===== src/rtl/msk_tx_scheduler.sv =====
// Frame scheduler for the MSK modulator: round-robin grant between two byte requesters,
// then preamble, length and payload bytes, re-arming the modulator with a reset pulse per byte.
module msk_tx_scheduler #(
  parameter int unsigned           DATA_WIDTH      = 8,
  parameter int unsigned           SAMPLES_PER_BIT = 32,
  parameter logic [DATA_WIDTH-1:0] PREAMBLE        = 8'hAA,
  parameter int unsigned           PREAMBLE_LEN    = 2
) (
  input  logic                  G_CLK_TX,
  input  logic                  reset,
  input  logic [1:0]            req,
  input  logic [7:0]            len0,
  input  logic [7:0]            len1,
  input  logic [DATA_WIDTH-1:0] data0,
  input  logic [DATA_WIDTH-1:0] data1,
  input  logic [1:0]            valid,
  output logic [1:0]            ready,
  output logic [1:0]            grant,
  output logic                  mod_enable,
  output logic                  mod_reset,
  output logic [DATA_WIDTH-1:0] mod_data,
  output logic                  busy,
  output logic                  frame_done,
  output logic                  underrun
);

  localparam int unsigned      BYTE_CYCLES = 8 * SAMPLES_PER_BIT;
  localparam int unsigned      CNT_W       = $clog2(BYTE_CYCLES + 1);
  localparam logic [CNT_W-1:0] CNT_LAST    = CNT_W'(BYTE_CYCLES - 1);

  typedef enum logic [1:0] {S_IDLE, S_LOAD, S_SEND, S_GAP} state_t;
  typedef enum logic [1:0] {PH_PRE, PH_LEN, PH_PAY} phase_t;

  state_t                state, state_nxt;
  phase_t                phase, phase_nxt;
  logic [3:0]            pre_cnt, pre_cnt_nxt;
  logic [7:0]            len_q, len_q_nxt;
  logic [7:0]            pay_cnt, pay_cnt_nxt;
  logic [CNT_W-1:0]      smp_cnt, smp_cnt_nxt;
  logic                  sel, sel_nxt;
  logic                  rr_last, rr_last_nxt;
  logic [1:0]            ready_nxt, grant_nxt;
  logic                  mod_enable_nxt, mod_reset_nxt;
  logic                  busy_nxt, frame_done_nxt, underrun_nxt;
  logic [DATA_WIDTH-1:0] mod_data_nxt;
  logic                  pick, take, sel_vld, last_byte;
  logic [DATA_WIDTH-1:0] byte_sel;

  always_comb begin
    state_nxt      = state;
    phase_nxt      = phase;
    pre_cnt_nxt    = pre_cnt;
    len_q_nxt      = len_q;
    pay_cnt_nxt    = pay_cnt;
    smp_cnt_nxt    = smp_cnt;
    sel_nxt        = sel;
    rr_last_nxt    = rr_last;
    ready_nxt      = 2'b00;
    grant_nxt      = grant;
    mod_enable_nxt = mod_enable;
    mod_reset_nxt  = mod_reset;
    mod_data_nxt   = mod_data;
    busy_nxt       = busy;
    frame_done_nxt = 1'b0;
    underrun_nxt   = underrun;
    pick           = 1'b0;
    take           = 1'b0;
    byte_sel       = '0;
    sel_vld        = sel ? valid[1] : valid[0];
    last_byte      = (phase == PH_PAY) && (pay_cnt == 8'd0);

    case (state)
      S_IDLE: begin
        mod_reset_nxt  = 1'b0;
        mod_enable_nxt = 1'b0;
        if (|req) begin
          // Contention goes to whichever requester did not win last time.
          pick         = (req == 2'b11) ? ~rr_last : req[1];
          sel_nxt      = pick;
          rr_last_nxt  = pick;
          grant_nxt    = pick ? 2'b10 : 2'b01;
          len_q_nxt    = pick ? len1 : len0;
          pay_cnt_nxt  = pick ? len1 : len0;
          pre_cnt_nxt  = 4'(PREAMBLE_LEN);
          phase_nxt    = PH_PRE;
          busy_nxt     = 1'b1;
          underrun_nxt = 1'b0;
          state_nxt    = S_LOAD;
        end
      end
      S_LOAD: begin
        case (phase)
          PH_PRE: begin
            take        = 1'b1;
            byte_sel    = PREAMBLE;
            pre_cnt_nxt = pre_cnt - 4'd1;
            if (pre_cnt == 4'd1) phase_nxt = PH_LEN;
          end
          PH_LEN: begin
            take      = 1'b1;
            byte_sel  = DATA_WIDTH'(len_q);
            phase_nxt = PH_PAY;
          end
          default: begin
            if (sel_vld) begin
              take        = 1'b1;
              byte_sel    = sel ? data1 : data0;
              ready_nxt   = sel ? 2'b10 : 2'b01;
              pay_cnt_nxt = pay_cnt - 8'd1;
            end else begin
              underrun_nxt = 1'b1;
            end
          end
        endcase
        if (take) begin
          mod_data_nxt   = byte_sel;
          mod_reset_nxt  = 1'b1;
          mod_enable_nxt = 1'b1;
          smp_cnt_nxt    = '0;
          state_nxt      = S_SEND;
        end
      end
      S_SEND: begin
        if (smp_cnt == CNT_LAST) begin
          // Drop reset together with enable so the GAP cycle re-arms the modulator.
          mod_enable_nxt = 1'b0;
          mod_reset_nxt  = 1'b0;
          frame_done_nxt = last_byte;
          state_nxt      = S_GAP;
        end else begin
          smp_cnt_nxt = smp_cnt + CNT_W'(1);
        end
      end
      S_GAP: begin
        if (last_byte) begin
          grant_nxt = 2'b00;
          busy_nxt  = 1'b0;
          state_nxt = S_IDLE;
        end else begin
          state_nxt = S_LOAD;
        end
      end
      default: state_nxt = S_IDLE;
    endcase
  end

  always_ff @(posedge G_CLK_TX or negedge reset) begin
    if (!reset) begin
      state      <= S_IDLE;
      phase      <= PH_PRE;
      pre_cnt    <= '0;
      len_q      <= '0;
      pay_cnt    <= '0;
      smp_cnt    <= '0;
      sel        <= 1'b0;
      rr_last    <= 1'b1;
      ready      <= 2'b00;
      grant      <= 2'b00;
      mod_enable <= 1'b0;
      mod_reset  <= 1'b0;
      mod_data   <= '0;
      busy       <= 1'b0;
      frame_done <= 1'b0;
      underrun   <= 1'b0;
    end else begin
      state      <= state_nxt;
      phase      <= phase_nxt;
      pre_cnt    <= pre_cnt_nxt;
      len_q      <= len_q_nxt;
      pay_cnt    <= pay_cnt_nxt;
      smp_cnt    <= smp_cnt_nxt;
      sel        <= sel_nxt;
      rr_last    <= rr_last_nxt;
      ready      <= ready_nxt;
      grant      <= grant_nxt;
      mod_enable <= mod_enable_nxt;
      mod_reset  <= mod_reset_nxt;
      mod_data   <= mod_data_nxt;
      busy       <= busy_nxt;
      frame_done <= frame_done_nxt;
      underrun   <= underrun_nxt;
    end
  end

endmodule


===== config.mk =====
export PLATFORM = sky130hd
export DESIGN_NAME = msk_tx_scheduler
export DESIGN_NICKNAME = d
export VERILOG_FILES = /design/src/rtl/msk_tx_scheduler.sv
export SDC_FILE = /design/constraint.sdc
export NUM_CORES = 1
export LEC_CHECK = 0
export CELL_PAD_IN_SITES_DETAIL_PLACEMENT = 1
export CELL_PAD_IN_SITES_GLOBAL_PLACEMENT = 2
export CORE_MARGIN = 2
export CORE_UTILIZATION = 35
export DETAILED_ROUTE_END_ITERATION = 10
export GPL_TIMING_DRIVEN = 0
export HOLD_SLACK_MARGIN = 0.08
export MAX_ROUTING_LAYER = met4
export PLACE_DENSITY = 0.92
export SLEW_MARGIN = 40
export SYNTH_ARGS = -nofsm -noshare
export SYNTH_HDL_FRONTEND = slang
export SYNTH_SLANG_ARGS = --single-unit

===== constraint.sdc =====
create_clock -name G_CLK_TX -period 3.3 [get_ports G_CLK_TX]
set_clock_uncertainty 0.15 [all_clocks]
set_input_delay 0.66 -clock G_CLK_TX [delete_from_list [all_inputs] [get_ports G_CLK_TX]]
set_output_delay 0.66 -clock G_CLK_TX [all_outputs]
set_load 0.05 [all_outputs]

# [Word level (Yosys, flattened, before mapping)]
# Index checks and enable logic that the tools add are counted.
[word_totals] regBits=51 wordCells=106
[op_classes] addsub=3 n_eq_ne=19 mux=48 bitwise=1 n_reduce_logical=20
[op_table] op="$mux 8" n=6
[op_table] op="$pmux 8 s2" n=2
[op_table] op="$mux 2" n=12
[op_table] op="$mux 9" n=2
[op_table] op="$pmux 9 s2" n=1
[op_table] op="$ne 2x2->1 const B" n=8
[op_table] op="$mux 1" n=15
[op_table] op="$reduce_and 3->1" n=5
[op_table] op="$pmux 2 s2" n=3
[op_table] op="$reduce_and 4->1" n=3
[op_table] op="$add 9x1->9 const B" n=1
[op_table] op="$eq 9x8->1 const B" n=1
[op_table] op="$eq 2x2->1 const B" n=4
[op_table] op="$logic_not 8->1" n=1
[op_table] op="$mux 4" n=2
[op_table] op="$pmux 2 s4" n=1
[op_table] op="$pmux 4 s2" n=1
[op_table] op="$sub 8x1->8 const B" n=1
[op_table] op="$reduce_bool 2->1" n=3
[op_table] op="$eq 2x1->1 const B" n=2
[op_table] op="$eq 4x1->1 const B" n=1
[op_table] op="$logic_not 2->1" n=2
[op_table] op="$pmux 1 s2" n=2
[op_table] op="$reduce_and 2->1" n=2
[op_table] op="9 further kinds" n=10

# [Longest topological paths before layout]
[logic_depth] depth_word=6 depth_mapped=8 ltp_nobuf=8

# [Worst setup path after synthesis]
# Ideal clock, no wire load.
[synth_timing] path_type="reg-to-reg" start="register smp_cnt[0]" end="register smp_cnt[7]" setup_ps=84 arrival_time_ps=1993 setup_slack_ps=1073 path_stages_with_launch=9 n_path_buf=0 synth_period_minus_slack_ps=2227 cell_sequence="dfrtp_1 ha_1 nand3_1 nor3_1 ha_1 nand2_1 or3b_1 or4_1 a21boi_0"
[synth_between] elab_chain_len=3
[synth_lines] element="start, declared" line_no="39" rtl="logic [CNT_W-1:0] smp_cnt, smp_cnt_nxt;"
[synth_lines] element="start signal, assigned" line_no="171" rtl="smp_cnt <= smp_cnt_nxt;"
[synth_lines] element="$add 9x1->9 / $eq 9x8->1 (equally long branches)" line_no="131, 124"
[synth_lines] element="$mux 9 / $ne 2x2->1 (equally long branches)"
[synth_lines] element="$pmux 9 s2 / $reduce_and 3->1 (equally long branches)"
# Several ways; a longest one is shown, not always the timed one. The select of a mux whose other input is x is not followed.
# A chain may end at the register's enable or synchronous reset.

# [Worst setup path after layout]
[layout_timing] start="register smp_cnt[0]" end="register state[1]"
[layout_between] elab_chain_len=3
[layout_lines] element="$eq 9x8->1" line_no="124" rtl="if (smp_cnt == CNT_LAST) begin"
[layout_lines] element="$ne 2x2->1 (no line)"
[layout_lines] element="$reduce_and 3->1 (no line)"
[layout_lines] element="end signal, assigned" line_no="166" rtl="state <= state_nxt;"
[layout_lines] element="end, declared" line_no="34" rtl="state_t state, state_nxt;"
# Every way passes these cells.

==> reports/metrics.cfg <==
[finish]
antenna_cells = 0
area_growth_pct = 27.4
final_nets = 409
drive_gt1_frac = 0.0778
final_core_util = 0.455

[grt]
grt_first_pass_wirelength_um = 13000
grt-ovfl-total = 0
grt_pass1_vias = 2591
grt_start_max_net_pins = 32
track_usage = 0.192
antenna_found_initial = 0

[synthesis]
synth_fp_nets = 346
synthTopCellsByArea = dfrtp_1 (43%), mux2i_1 (4.9%), ha_1 (4.8%)
async_reset_ff_frac = 1.00
netlist_instances = 297
synth_seq_cells = 51
synth-seq-area-share = 0.442
yosys.area.top_type = dfrtp_1
synthFlopType = dfrtp_1
synth_edf_count = 0
syn_area_per_cell_um2 = 9.72
ys_warn_count = 0
syn-cell-area_um2 = 2890
yosysUniqueCellTypes = 54
synth.top_cell.area_share = 0.433

[hold_path]
worstHoldEndpoint = len_q[0]
min-delay-path-class = flip-flop to flip-flop
min_from = len_q[0]
whs_path_depth = 2

[cts]
clock-root-buffer = clkbuf_8
cts_resized = 0
worstSkewPairLatency_ps = 310
cts_buffer_depth = 2
post-cts-setup-buffer-count = 0
htreeDepth = 2
clock_sinks = 51
path_clk_slew_ps = 90
cts_buffers = 5
cts_tree = built

[timing]
finalMaxSlewViolations = 0
fmax_ghz = 0.381
setup_ws_ps = 676
hold_violations = 0
worst_pin_slew_ps = 628
rsz0062_at_grt = no
min_period_ps = 2620
setup_violations = 0
min_period_over_period = 0.795
slew_headroom = 0.581

[pwr]
peakVddDrop_mv = 0.326
powerDensity_nw_per_um2 = 842
leakage_nw = 1.51

[floorplanning]
start_util = 0.357
rows = 33
dieArea_um2 = 8990
die_y_um = 94.8
coreArea_um2 = 8090
boundaryPins = 55
die_w_um = 94.8

[worst_setup_path]
r2r_start = smp_cnt[0]
crit_start = smp_cnt[0]
required_ps = 3340
worstPathMaxFanout = 10
r2r_slack_ps = 680
worstSetupPathType = flip-flop to flip-flop
worstReg2RegEnd = state[1]
end_kind = flip-flop
worstPathArrival_ps = 2670
worstRegToRegCells = 8
start_kind = flip-flop

[detailed_routing]
dr.pass1.iters = 4
wl_met2_um = 3810
dr.max_layer_used = met4
drt_wl_total_um = 7920
routed_via_density = 5.48
drtAntennaViolNets = 0
drc = 0
wire_per_inst_um = 17.0
routedLengthMet1_um = 3730
vias = 2548
drtIter0Drc = 119
wl_met3_um = 286

[status]
status = complete, no violations

[run]
drv_cap = 0

[placement]
hpwl_um = 6040
io_buffers = 54
place.gp.congestion = 0.828
post-place-ws_ps = 461

==> worst max path at each step <==
stage          depth (start not counted)          to  slack (ps)
6_report                               8    state[1]         680
2_1_floorplan                          8  smp_cnt[7]        1070
5_1_grt                                8    state[1]         480
3_5_place_dp                           6  pay_cnt[7]         460
4_1_cts                                8    state[1]         670
3_3_place_gp                           1    state[1]        -170
==> layout make-up <==
| class | count | area (um^2) |
|---|---|---|
| buffer | 14 | 67.6 |
| fill | 945 | 4410 |
| timing repair buffer | 56 | 568 |
| clock buffer | 6 | 82.6 |
| inverter | 20 | 75.1 |
| tap | 105 | 131 |
| clock inverter | 1 | 5.00 |
| sequential | 51 | 1280 |
| multi-input combinational | 212 | 1470 |
==> sequential cells by signal, summed over array words and instances, names as in the netlist, 2 cells and up <==
register,cells
state,2
grant,2
smp_cnt,9
ready,2
pay_cnt,8
len_q,8
mod_data,8
phase,2
pre_cnt,4
==> worst max-delay path, stage by stage, from the launching register on <==
cell and delay [ps]:
dfrtp_1 420, ha_1 200, nand3_1 170, nor3_1 240
ha_1 200, clkbuf_1 350, o22ai_1 230, nor2_1 200
mux2_2 360
==> synth_stat cells (3+ instances only) <==
cell and number:
nor2b_1 3, nand2b_1 3, o31ai_1 8, ha_1 11, mux2i_1 14, a31oi_1 3
clkbuf_1 7, o22ai_1 3, a22o_1 10, nand2_1 29, nor3_1 6, nor2_1 17
nand3_1 5, o21ai_0 26, a21oi_1 12, dfrtp_1 50, o211ai_1 6, nand4_1 3
a2bb2oi_1 4, inv_1 20, nor4_1 4, buf_2 3, a211oi_1 3, mux2_2 7
o221ai_1 3
==> metrics by stage <==
step                power [W]  cells  TNS, ps  hold WS [ps]  area [um^2]
floorplan             0.00221    297        0           214         2890
global placement      0.00268    456    -8500           316         3560
detailed placement    0.00275    457        0           337         3580
CTS                   0.00312    464        0          82.2         3670
global route          0.00334    465        0           395         3680
finish                0.00310    465        0           362         3680
==> layer usage <==
metal,global-route usage,up-vias
li1,-,1222
met1,0.252,1274
met2,0.312,46
met3,0.0319,6
met4,0.0471,0
met5,-,-
==> where the power goes <==
part / leakage, nW / switching [W] / internal, W / total (W)
registers: 0.635 / 0.000178 / 0.000859 / 0.00104
logic: 0.828 / 0.00104 / 0.000654 / 0.00170
clock network: 0.0470 / 0.000203 / 0.000165 / 0.000368
==> repair_timing <==
item | 4_1_cts | 5_1_grt
hold buffers | 0 | 1
endpoints found under the hold margin | 0 | 14
setup endpoints to repair | 0 | 0
==> cell usage in the layout, fill, tap and decap left out, drive strengths merged, types with 2 or more instances in the layout <==
| cell | instances |
|---|---|
| o31ai | 8 |
| buf | 9 |
| a21oi | 12 |
| nor3b | 2 |
| mux2i | 15 |
| a211oi | 3 |
| ha | 11 |
| nor2b | 3 |
| nand2 | 29 |
| o211ai | 6 |
| nor3 | 6 |
| a2bb2oi | 4 |
| a22o | 10 |
| nand2b | 3 |
| mux2 | 8 |
| dfrtp | 50 |
| clkdlybuf4s50 | 53 |
| or3b | 3 |
| o22ai | 4 |
| o41ai | 2 |
| or4 | 2 |
| clkbuf | 13 |
| nand4 | 3 |
| a21boi | 2 |
| o21bai | 2 |
| nand3 | 5 |
| nor4 | 4 |
| o221ai | 3 |
| a31oi | 3 |
| nor2 | 17 |
| or3 | 2 |
| inv | 20 |
| o21ai | 26 |
==> logic make-up after synthesis <==
group           count (synthesis)  synth area share
compound gates                 96             0.236
fa+ha+maj                      11            0.0477
buf+inv                        34            0.0494
flops                          51             0.442
mux                            23            0.0858
simple gates                   82             0.139
No activity file was read; power rests on OpenSTA's default activity.
